--- src/rtl/spi_cfg_pkg.sv ---
// Shared types and constants for the SPI configuration register bank.
// Latency: n/a (definitions only).
// Backpressure: n/a (definitions only).
package spi_cfg_pkg;

  // Frame parser states
  typedef enum logic [1:0] {
    ST_IDLE  = 2'd0,
    ST_CMD   = 2'd1,
    ST_DATA  = 2'd2,
    ST_DRAIN = 2'd3
  } state_t;

  localparam int CMD_W  = 8;  // command byte width
  localparam int RD_BIT = 7;  // command bit selecting a read
  localparam int ADDR_W = 7;  // start address field / wr_addr width

  // Register index after a word, wrapping from n-1 back to 0
  function automatic logic [ADDR_W-1:0] addr_inc(input logic [ADDR_W-1:0] a, input int n);
    return (int'(a) == n - 1) ? '0 : a + ADDR_W'(1);
  endfunction

endpackage

--- src/rtl/spi_cfg_bank_if.sv ---
// SPI pins plus configuration outputs of the register bank.
// Latency: n/a (wiring only).
// Backpressure: none; SPI is master-paced, outputs are pulses/levels.
interface spi_cfg_bank_if #(
  parameter int NUM_REGS = 8,
  parameter int REG_W    = 16
);
  logic                          spi_clk;
  logic                          spi_mosi;
  logic                          spi_nss;
  logic                          spi_miso;
  logic                          spi_miso_oe;
  logic [NUM_REGS*REG_W-1:0]     cfg;
  logic                          wr_stb;
  logic [spi_cfg_pkg::ADDR_W-1:0] wr_addr;
  logic                          err;

  // SPI master / register consumer side
  modport master (
    output spi_clk, spi_mosi, spi_nss,
    input  spi_miso, spi_miso_oe, cfg, wr_stb, wr_addr, err
  );

  // Register bank side
  modport slave (
    input  spi_clk, spi_mosi, spi_nss,
    output spi_miso, spi_miso_oe, cfg, wr_stb, wr_addr, err
  );
endinterface

--- src/rtl/spi_sync_edge.sv ---
// Multi-flop synchroniser with rise/fall detection in the clk domain.
// Latency: SYNC_STAGES clk to level, edge pulses combinational off the last two flops.
// Backpressure: none.
module spi_sync_edge #(
  parameter int   SYNC_STAGES = 2,
  parameter logic IDLE_VAL    = 1'b0
) (
  input  logic clk,
  input  logic rst_n,
  input  logic i_async,
  output logic o_level,
  output logic o_rise,
  output logic o_fall
);
  logic [SYNC_STAGES-1:0] r_sync;
  logic                   r_prev;

  // Shift the async input through the chain and keep one delayed copy for edges
  always_ff @(posedge clk or negedge rst_n) begin
    if (!rst_n) begin
      r_sync <= {SYNC_STAGES{IDLE_VAL}};
      r_prev <= IDLE_VAL;
    end else begin
      r_sync <= {r_sync[SYNC_STAGES-2:0], i_async};
      r_prev <= r_sync[SYNC_STAGES-1];
    end
  end

  assign o_level = r_sync[SYNC_STAGES-1];
  assign o_rise  = r_sync[SYNC_STAGES-1] & ~r_prev;
  assign o_fall  = ~r_sync[SYNC_STAGES-1] & r_prev;
endmodule

--- src/rtl/spi_cfg_bank.sv ---
// SPI mode-0 slave writing a bank of config registers; optional readback via SPI_CFG_READBACK_EN.
// Latency: register/wr_stb update 1 clk after the edge sampling a word's last bit.
// Backpressure: none; clk must run >= 4x SCK, words are never stalled.
module spi_cfg_bank
  import spi_cfg_pkg::*;
#(
  parameter int               NUM_REGS    = 8,
  parameter int               REG_W       = 16,
  parameter int               SYNC_STAGES = 2,
  parameter logic [REG_W-1:0] RST_VAL     = '0
) (
  input  logic          clk,
  input  logic          rst_n,
  spi_cfg_bank_if.slave bus
);
  localparam int               CNT_W     = $clog2(REG_W);
  localparam logic [CNT_W-1:0] CMD_LAST  = CNT_W'(CMD_W - 1);
  localparam logic [CNT_W-1:0] WORD_LAST = CNT_W'(REG_W - 1);

  logic w_sck_rise, w_sck_fall, w_nss_rise, w_nss_fall, w_mosi;
  logic w_unused_sck_lvl, w_unused_nss_lvl, w_unused_mosi_rise, w_unused_mosi_fall;

  spi_sync_edge #(.SYNC_STAGES(SYNC_STAGES), .IDLE_VAL(1'b0)) u_sync_sck (
    .clk(clk), .rst_n(rst_n), .i_async(bus.spi_clk),
    .o_level(w_unused_sck_lvl), .o_rise(w_sck_rise), .o_fall(w_sck_fall));

  spi_sync_edge #(.SYNC_STAGES(SYNC_STAGES), .IDLE_VAL(1'b1)) u_sync_nss (
    .clk(clk), .rst_n(rst_n), .i_async(bus.spi_nss),
    .o_level(w_unused_nss_lvl), .o_rise(w_nss_rise), .o_fall(w_nss_fall));

  spi_sync_edge #(.SYNC_STAGES(SYNC_STAGES), .IDLE_VAL(1'b0)) u_sync_mosi (
    .clk(clk), .rst_n(rst_n), .i_async(bus.spi_mosi),
    .o_level(w_mosi), .o_rise(w_unused_mosi_rise), .o_fall(w_unused_mosi_fall));

  state_t                r_state, w_next_state;
  logic [CNT_W-1:0]      r_bit_cnt;
  logic [REG_W-1:0]      r_shift;
  logic [ADDR_W-1:0]     r_addr;
  logic                  r_rd;
  logic                  r_oor;
  logic                  r_word_vld;
  logic [REG_W-1:0]      r_word;
  logic [ADDR_W-1:0]     r_word_addr;
  logic [REG_W-1:0]      r_regs [NUM_REGS];
  logic                  r_wr_stb;
  logic [ADDR_W-1:0]     r_wr_addr;
  logic                  r_err;

  // Mosi is appended here so the completed byte/word is available on the sampling edge
  logic [CMD_W-1:0] w_cmd;
  logic [REG_W-1:0] w_word;
  logic             w_cmd_last, w_word_last;

  assign w_cmd       = {r_shift[CMD_W-2:0], w_mosi};
  assign w_word      = {r_shift[REG_W-2:0], w_mosi};
  assign w_cmd_last  = (r_state == ST_CMD)  && w_sck_rise && (r_bit_cnt == CMD_LAST);
  assign w_word_last = (r_state == ST_DATA) && w_sck_rise && (r_bit_cnt == WORD_LAST);

  // State register
  always_ff @(posedge clk or negedge rst_n) begin
    if (!rst_n) r_state <= ST_IDLE;
    else        r_state <= w_next_state;
  end

  // Next state: NSS rise always returns to IDLE, reads without readback are drained
  always_comb begin
    w_next_state = r_state;
    case (r_state)
      ST_IDLE: if (w_nss_fall) w_next_state = ST_CMD;
      ST_CMD: begin
        if (w_nss_rise) w_next_state = ST_IDLE;
        else if (w_cmd_last) begin
`ifdef SPI_CFG_READBACK_EN
          w_next_state = ST_DATA;
`else
          w_next_state = w_cmd[RD_BIT] ? ST_DRAIN : ST_DATA;
`endif
        end
      end
      ST_DATA:  if (w_nss_rise) w_next_state = ST_IDLE;
      ST_DRAIN: if (w_nss_rise) w_next_state = ST_IDLE;
      default:  w_next_state = ST_IDLE;
    endcase
  end

  // Shift in MOSI, decode the command and hand complete words to the write stage
  always_ff @(posedge clk or negedge rst_n) begin
    if (!rst_n) begin
      r_bit_cnt   <= '0;
      r_shift     <= '0;
      r_addr      <= '0;
      r_rd        <= 1'b0;
      r_oor       <= 1'b0;
      r_word_vld  <= 1'b0;
      r_word      <= '0;
      r_word_addr <= '0;
    end else begin
      r_word_vld <= 1'b0;
      if (r_state == ST_IDLE || r_state == ST_DRAIN || w_nss_rise) begin
        r_bit_cnt <= '0;
      end else if (w_sck_rise) begin
        r_shift <= w_word;
        if (w_cmd_last) begin
          r_bit_cnt <= '0;
          r_addr    <= w_cmd[ADDR_W-1:0];
          r_rd      <= w_cmd[RD_BIT];
          r_oor     <= (int'(w_cmd[ADDR_W-1:0]) >= NUM_REGS);
        end else if (w_word_last) begin
          r_bit_cnt   <= '0;
          r_word_vld  <= 1'b1;
          r_word      <= w_word;
          r_word_addr <= r_addr;
          r_addr      <= addr_inc(r_addr, NUM_REGS);
        end else begin
          r_bit_cnt <= r_bit_cnt + CNT_W'(1);
        end
      end
    end
  end

  // Commit whole words: write the register and strobe, or flag an out-of-range word
  always_ff @(posedge clk or negedge rst_n) begin
    if (!rst_n) begin
      for (int i = 0; i < NUM_REGS; i++) r_regs[i] <= RST_VAL;
      r_wr_stb  <= 1'b0;
      r_wr_addr <= '0;
      r_err     <= 1'b0;
    end else begin
      r_wr_stb <= 1'b0;
      r_err    <= 1'b0;
      if (r_word_vld) begin
        if (r_oor) begin
          r_err <= 1'b1;
        end else if (!r_rd) begin
          r_wr_stb  <= 1'b1;
          r_wr_addr <= r_word_addr;
          for (int i = 0; i < NUM_REGS; i++)
            if (r_word_addr == ADDR_W'(i)) r_regs[i] <= r_word;
        end
      end
    end
  end

  for (genvar g = 0; g < NUM_REGS; g++) begin : g_cfg
    assign bus.cfg[g*REG_W +: REG_W] = r_regs[g];
  end

  assign bus.wr_stb  = r_wr_stb;
  assign bus.wr_addr = r_wr_addr;
  assign bus.err     = r_err;

`ifdef SPI_CFG_READBACK_EN
  logic [REG_W-1:0] w_rd_val;
  logic [REG_W-1:0] r_tx;
  logic             r_miso;
  logic             r_load;

  // Readback source: addressed register, zero when the frame is out of range
  always_comb begin
    w_rd_val = '0;
    for (int i = 0; i < NUM_REGS; i++)
      if (!r_oor && r_addr == ADDR_W'(i)) w_rd_val = r_regs[i];
  end

  // MISO shifter: reload at each word boundary, advance on synchronised SCK falls
  always_ff @(posedge clk or negedge rst_n) begin
    if (!rst_n) begin
      r_tx   <= '0;
      r_miso <= 1'b0;
      r_load <= 1'b0;
    end else if (r_state == ST_IDLE || w_nss_rise) begin
      r_tx   <= '0;
      r_miso <= 1'b0;
      r_load <= 1'b0;
    end else if (w_cmd_last || w_word_last) begin
      r_load <= 1'b1;
    end else if (w_sck_fall && r_state == ST_DATA && r_rd) begin
      if (r_load) begin
        r_miso <= w_rd_val[REG_W-1];
        r_tx   <= {w_rd_val[REG_W-2:0], 1'b0};
        r_load <= 1'b0;
      end else begin
        r_miso <= r_tx[REG_W-1];
        r_tx   <= {r_tx[REG_W-2:0], 1'b0};
      end
    end
  end

  assign bus.spi_miso    = r_miso;
  assign bus.spi_miso_oe = (r_state == ST_DATA) && r_rd;
`else
  logic w_unused_sck_fall;
  assign w_unused_sck_fall = w_sck_fall;
  assign bus.spi_miso      = 1'b0;
  assign bus.spi_miso_oe   = 1'b0;
`endif
endmodule

--- src/flat_wrapper.sv ---
// flat-port wrapper written by rule: the top's interface ports become plain ports
module spi_cfg_bank_flat import spi_cfg_pkg::*;
#(
  parameter int               NUM_REGS    = 8,
  parameter int               REG_W       = 16,
  parameter int               SYNC_STAGES = 2,
  parameter logic [REG_W-1:0] RST_VAL     = '0
)
  (clk, rst_n, bus_spi_clk, bus_spi_mosi, bus_spi_nss, bus_spi_miso, bus_spi_miso_oe, bus_cfg, bus_wr_stb, bus_wr_addr, bus_err);
  spi_cfg_bank_if #(.NUM_REGS(NUM_REGS), .REG_W(REG_W)) bus_i ();
  input  logic clk;
  input  logic rst_n;
  input wire logic [$bits(bus_i.spi_clk)-1:0] bus_spi_clk;
  input wire logic [$bits(bus_i.spi_mosi)-1:0] bus_spi_mosi;
  input wire logic [$bits(bus_i.spi_nss)-1:0] bus_spi_nss;
  output wire logic [$bits(bus_i.spi_miso)-1:0] bus_spi_miso;
  output wire logic [$bits(bus_i.spi_miso_oe)-1:0] bus_spi_miso_oe;
  output wire logic [$bits(bus_i.cfg)-1:0] bus_cfg;
  output wire logic [$bits(bus_i.wr_stb)-1:0] bus_wr_stb;
  output wire logic [$bits(bus_i.wr_addr)-1:0] bus_wr_addr;
  output wire logic [$bits(bus_i.err)-1:0] bus_err;
  assign bus_i.spi_clk = bus_spi_clk;
  assign bus_i.spi_mosi = bus_spi_mosi;
  assign bus_i.spi_nss = bus_spi_nss;
  assign bus_spi_miso = bus_i.spi_miso;
  assign bus_spi_miso_oe = bus_i.spi_miso_oe;
  assign bus_cfg = bus_i.cfg;
  assign bus_wr_stb = bus_i.wr_stb;
  assign bus_wr_addr = bus_i.wr_addr;
  assign bus_err = bus_i.err;
  spi_cfg_bank #(.NUM_REGS(NUM_REGS), .REG_W(REG_W), .SYNC_STAGES(SYNC_STAGES), .RST_VAL(RST_VAL)) u_core (.clk(clk), .rst_n(rst_n), .bus(bus_i));
endmodule
--- config.mk ---
export PLATFORM = sky130hd
export DESIGN_NAME = spi_cfg_bank_flat
export DESIGN_NICKNAME = d
export VERILOG_FILES = /design/src/rtl/spi_cfg_pkg.sv /design/src/rtl/spi_cfg_bank_if.sv /design/src/rtl/spi_sync_edge.sv /design/src/rtl/spi_cfg_bank.sv /design/src/flat_wrapper.sv
export SDC_FILE = /design/constraint.sdc
export NUM_CORES = 1
export LEC_CHECK = 0
export ABC_AREA = 1
export CELL_PAD_IN_SITES_DETAIL_PLACEMENT = 1
export CELL_PAD_IN_SITES_GLOBAL_PLACEMENT = 2
export CORE_ASPECT_RATIO = 0.5
export CORE_UTILIZATION = 31
export CTS_BUF_LIST = sky130_fd_sc_hd__clkbuf_8
export DETAILED_ROUTE_END_ITERATION = 8
export PLACE_DENSITY_LB_ADDON = 0.1
export SETUP_SLACK_MARGIN = 0.4
export SYNTH_ARGS = -nofsm -noshare
export SYNTH_HDL_FRONTEND = slang
export SYNTH_HIERARCHICAL = 1
export SYNTH_SLANG_ARGS = --single-unit
export TNS_END_PERCENT = 30
--- constraint.sdc ---
create_clock -name clk -period 1.4 [get_ports clk]
set_input_delay 0.28 -clock clk [delete_from_list [all_inputs] [get_ports clk]]
set_output_delay 0.28 -clock clk [all_outputs]
set_load 0.02 [all_outputs]
## After elaboration in Yosys (flattened, before gate mapping)

Cells that the tools add are included.

- Equal/unequal tests: 16
- Mux-type cells: 22
- Bitwise operators: 10
- Order comparisons: 1
- Reductions and logical operators: 25
- Add/subtract/negate cells: 2

Operator list:

| operator | count |
|---|---|
| 4-bit AND reduction | 9 |
| 7-bit by 3-bit equality test with 1-bit output, second input constant | 4 |
| 7-bit two-way mux | 3 |
| 4-bit two-way mux | 4 |
| 7-bit by 2-bit equality test with 1-bit output, second input constant | 2 |
| 3-bit AND reduction | 4 |
| 1-bit two-way mux | 10 |
| 2-bit two-way mux | 4 |
| 7-bit by 1-bit adder with 7-bit output, second input constant | 1 |
| 7-bit by 1-bit equality test with 1-bit output, second input constant | 1 |
| 7-bit by 4-bit equality test with 1-bit output, second input constant | 1 |
| 7-bit by 4-bit >= comparator with 1-bit output, second input constant | 1 |
| 7-bit logical NOT | 1 |
| 1-bit inverter | 7 |
| 2-bit case mux with 3 select lines | 1 |
| 4-bit by 1-bit adder with 4-bit output, second input constant | 1 |
| 2-bit equality test, second input constant | 2 |
| 4-bit by 3-bit equality test with 1-bit output, second input constant | 1 |
| 4-bit equality test, second input constant | 1 |
| 1-bit logical AND | 4 |
| 2-bit nonzero test | 2 |
| 1-bit AND | 3 |
| 3-bit by 1-bit inequality test with 1-bit output, second input constant | 1 |
| 2-bit by 1-bit equality test with 1-bit output, second input constant | 1 |
| 6 further kinds | 7 |

- Input bits: 5
- Word-level logic and storage cells: 101
- Register bits: 199
- Output and inout bits: 139

## Logic depth before layout (Yosys ltp)

- Word-level depth: 8
- Mapped depth: 10
- Gate-level depth less buffers: 10

## By module

The synthesis kept the hierarchy.

Modules (own cells, without submodules):

| module | seq. area each (sq um) | instances | cells an instance | area an instance (sq um) |
|---|---|---|---|---|
| spi_cfg_bank | 4779.6 | 1 | 752 | 7617.3 |
| spi_sync_edge (u_core.u_sync_mosi ...) | 75.1 | 2 | 7 | 90.1 |
| spi_sync_edge (u_core.u_sync_nss) | 78.8 | 1 | 7 | 93.8 |

## Worst setup path after synthesis

Ideal clock, no wire load.

- Path kind: register -> register
- Start: register u_core.r_state[1]
- End: register u_core.r_shift[5]
- Slack: -43 ps
- Cell stages (with the launch flop): 9
- Required time: 1274 ps
- Arrival: 1317 ps
- Path buffers: 1
- Period minus slack after synthesis: 1443 ps
- Setup time: 126 ps
- Path through: dfrtp_1 -> inv_1 -> ha_1 -> nand2_1 -> nor2_2 -> inv_1 -> buf_2 -> nand2_1 -> o21ai_0

- Word-level cells in the longest chain between the ends: 5
- Elaborated cells on any way between the ends: 6
- Classes of those cells: eq/ne (1); bitwise (1); reduce/logical (4)

RTL lines:

| element | line | source |
|---|---|---|
| start, declared | spi_cfg_bank.sv:35 | `state_t r_state, w_next_state;` |
| start signal, assigned | spi_cfg_bank.sv:62 | `else r_state <= w_next_state;` |
| 2-bit equality test or 2-bit logical NOT (tied branches) | spi_cfg_bank.sv:99 | `if (r_state == ST_IDLE \|\| r_state == ST_DRAIN \|\| w_nss_rise) begin` |
| 1-bit logical OR * (2 in series) | spi_cfg_bank.sv:99 |  |
| 1-bit inverter (no source line) * | n/a |  |
| 2-bit AND reduction (no source line) * | n/a |  |
| end signal, assigned | spi_cfg_bank.sv:102 | `r_shift <= w_word;` |
| end, declared | spi_cfg_bank.sv:37 | `logic [REG_W-1:0] r_shift;` |

Mark *: on every way between the ends. The rest lies on a longest branch, timed or not.
A chain may end at the register's enable or synchronous reset.

## Final worst setup path

- Start: register u_core.u_sync_sck.r_prev
- End: register u_core.r_word[2]

- Word-level cells in the longest chain between the ends: 6
- Elaborated cells on any way between the ends: 8
- Classes of those cells: bitwise (3); reduce/logical (5)

RTL lines:

| element | line | source |
|---|---|---|
| start, declared | spi_sync_edge.sv:16 | `logic r_prev;` |
| start signal, assigned | spi_sync_edge.sv:25 | `r_prev <= r_sync[SYNC_STAGES-1];` |
| 1-bit inverter * | spi_sync_edge.sv:30 | `assign o_rise = r_sync[SYNC_STAGES-1] & ~r_prev;` |
| 1-bit AND * | spi_sync_edge.sv:30 |  |
| net u_core.w_sck_rise | spi_cfg_bank.sv:20 | `logic w_sck_rise, w_sck_fall, w_nss_rise, w_nss_fall, w_mosi;` |
| 1-bit logical AND (2 in series) | spi_cfg_bank.sv:56 | `assign w_cmd_last = (r_state == ST_CMD) && w_sck_rise && (r_bit_cnt == CMD_LAST);` |
| 1-bit inverter (no source line) | n/a |  |
| 4-bit AND reduction (no source line) * | n/a |  |
| end signal, assigned | spi_cfg_bank.sv:111 | `r_word <= w_word;` |
| end, declared | spi_cfg_bank.sv:42 | `logic [REG_W-1:0] r_word;` |

The timed path passes the listed nets; every way through them passes the cells marked *.

==> impl_metrics.tcl <==
set metrics [dict create \
    final_net_count 1035 \
    timing.clock.skew_ps 12.84 \
    grt.overflow.total 0 \
    relative_slew_margins 0.5699 \
    rsz_0062_raised_after_global_routing "true" \
    worst_setup_slack_for_register_to_register_paths_ps -240 \
    worstPathBufferInverterCount 2 \
    ant_nets 0 \
    start_kind "flip-flop" \
    slowest_stage "dfrtp_1" \
    vias_per_cell 4.656 \
    cts.clk_slew.worst_paths_ps 100 \
    clock_power_share 0.347 \
    post-route-period-util 1.171 \
    cp.depth 9 \
    tritoncts_num_sinks 199 \
    worstReg2RegEnd "u_core/r_word[2]" \
    setup.worst_path.class "reg -> reg" \
    worst_setup_end_kind "flip-flop" \
    max_cap_viol_count 0 \
    syn_inst_count 766 \
    grt_pass1_wl_mm 37.68 \
    detail_route.iter0.violations 308 \
    r2r_cells 9 \
    share_of_final_layout_standard_cells_stronger_than_drive_strength_1 0.5246 \
    power-per-cell-area_mw_per_mm2 918.1 \
    finalCriticalPeriod_ps 1640 \
    finalHoldViolations 0 \
    hold_class "in -> reg" \
    clock_tree_root "clkbuf_8" \
    timing.hold.worst.start "bus_spi_nss" \
    timing.hold.worst_path_depth 1 \
    cts_tree "done" \
    timing.rr.start "u_core/u_sync_sck/r_prev" \
    cellInternalPower_mw 8.341 \
    initial_utilization 0.3212 \
    ctsHtreeMaxLevel 4 \
    timing.hold.ws_ps 182.4 \
    power.switching_fraction 0.2687 \
    num_rows 40 \
    area_grow_syn2layout_pct 58.40 \
    port_buffers 141 \
    pwr-share-comb 0.118 \
    wl_final_mm 26.99 \
    antenna_cells 0 \
    number_of_antenna_violations_at_the_first_check_in_global_routing 0 \
    cp.arrival_ps 2070 \
    clock_path_buffers 2 \
    place_worst_setup_slack_ps -176.2 \
    achievable-frequency_mhz 609.8 \
    dp_hpwl_mm 16.24 \
    worst-path-max-fanout 6 \
    status "finished, violations left" \
    place_congestion 0.8258 \
    seq_power_share 0.535 \
    finalSetupViolations 181 \
    final.setup.worst_slack_ps -240.0 \
    path_cells "nor2_4, nand2_1, nor2_4, nand2_2, nor2_4, buf_6, clkbuf_16, nand2_2, o21ai_1" \
    power.static_leakage_nw 5.992 \
    worst_slew_pin_slew_ps 644.5 \
    drt-pass1-iter-count 4 \
    finalMaxSlewViolations 0 \
    global_route.usage.total 0.1957 \
    clk-insertion-delay-late_ps 500 \
    failed_checks "negative setup slack" \
    timing.hold.worst_endpoint "u_core/u_sync_nss/r_sync[0]" \
    die_area_sq_mm 0.02598 \
    cts_made_buffers 17 \
    num_vias 6393 \
    critPathRequiredTime_ps 1830 \
    design.core.area_sq_mm 0.02442 \
    number_of_global_route_vias_before_repair 6341 \
    die_x_um 227.0 \
    drt-wirelength-per-cell_um 19.66 \
    worst_path_dominant_cell_family "simple AND/OR/NAND/NOR gates" \
    post-route-drc-count 0 \
    grt_max_degree 44 \
    synth_area_per_cell_sq_um 10.24 \
    ys.warnings.count 6 \
    ios 144 \
    die_y_um 114.5 \
    synth.cell_area_sq_mm 0.007844 \
    worst_path_largest_cell_delay_ps 410 \
    switchingPower_mw 3.065 \
    cpMostUsedCell "nor2_4" \
    vdd.ir_drop.worst_mv 0.5198 \
]
-- power by group through the flow --
stage          clock, mW  combinational, mW  sequential [mW]
4_1_cts             4.08              0.923             6.04
6_report            3.96               1.34             6.10
3_3_place_gp           0              0.813             6.16
5_1_grt             4.28               1.49             6.13
3_5_place_dp           0              0.848             6.16
2_1_floorplan          0              0.422             6.11
-- sequential cells by signal (all words and copies together), names as in the netlist, 4 cells and up --
name and count:
u_core/r_addr 7, u_core/bus.wr_addr 7, u_core/r_word_addr 7, u_core/r_shift 15, u_core/r_bit_cnt 4, u_core/r_word 16, u_core/bus.cfg 128
-- repair_timing --
item | in CTS | in global routing
pin swaps | 6 | 14
endpoints found under the hold margin | 30 | 0
setup buffers | 36 | 8
hold buffers | 1 | 0
resized for setup | 794 | 265
setup endpoints to repair | 326 | 327
cloned | 3 | 25
-- per-stage QoR --
step / area, sq um / util / std cells / TNS, ps / power [mW]
floorplan: 7934 / - / 767 / 0 / 6.528
global placement: 10080 / 0.4129 / 1268 / -3857 / 6.972
detailed placement: 10080 / 0.4129 / 1268 / -7957 / 7.007
CTS: 10910 / 0.4466 / 1340 / -7197 / 11.04
global route: 12420 / 0.5087 / 1373 / -34340 / 11.90
finish: 12420 / 0.5087 / 1373 / -21020 / 11.41
-- layout by cell type (no fill, tap or decap), types with 6 or more instances in the layout --
cell / n
dfrtp_1: 195
buf_6: 124
nand2_1: 118
o21ai_1: 85
o21ai_2: 84
buf_4: 78
nand2_2: 68
nand2_4: 54
inv_1: 42
buf_2: 24
buf_12: 21
clkbuf_8: 20
clkbuf_16: 19
nand3_1: 12
o21ai_0: 12
nor2_1: 11
inv_2: 8
nor3_4: 6
-- how the worst max path moves through the flow --
stage	slack, ps	start	to
6_report	-240	u_core/u_sync_sck/r_prev	u_core/r_word[2]
5_1_grt	-330	u_core/u_sync_sck/r_prev	u_core/r_word[2]
4_1_cts	-130	u_core/r_state[0]	u_core/r_shift[2]
3_5_place_dp	-180	u_core/r_state[1]	u_core/r_addr[0]
3_3_place_gp	-150	u_core/r_bit_cnt[1]	u_core/r_addr[4]
2_1_floorplan	4	u_core/r_state[0]	u_core/r_word[6]
-- layout make-up --
type | instances | area (sq um)
multi-input combinational | 480 | 3262
sequential | 199 | 4985
clock buffer | 19 | 261.5
inverter | 52 | 207.7
fill | 2607 | 12000
tap | 336 | 420.4
clock inverter | 13 | 153.9
timing repair buffer | 274 | 3134
-- per-layer routing --
metal  track usage  wire length, um
met4       0.05906              371
met2        0.3066            12770
met5             0                0
met1        0.2776            13150
met3       0.03310              689
(Power assumes the default switching activity.)
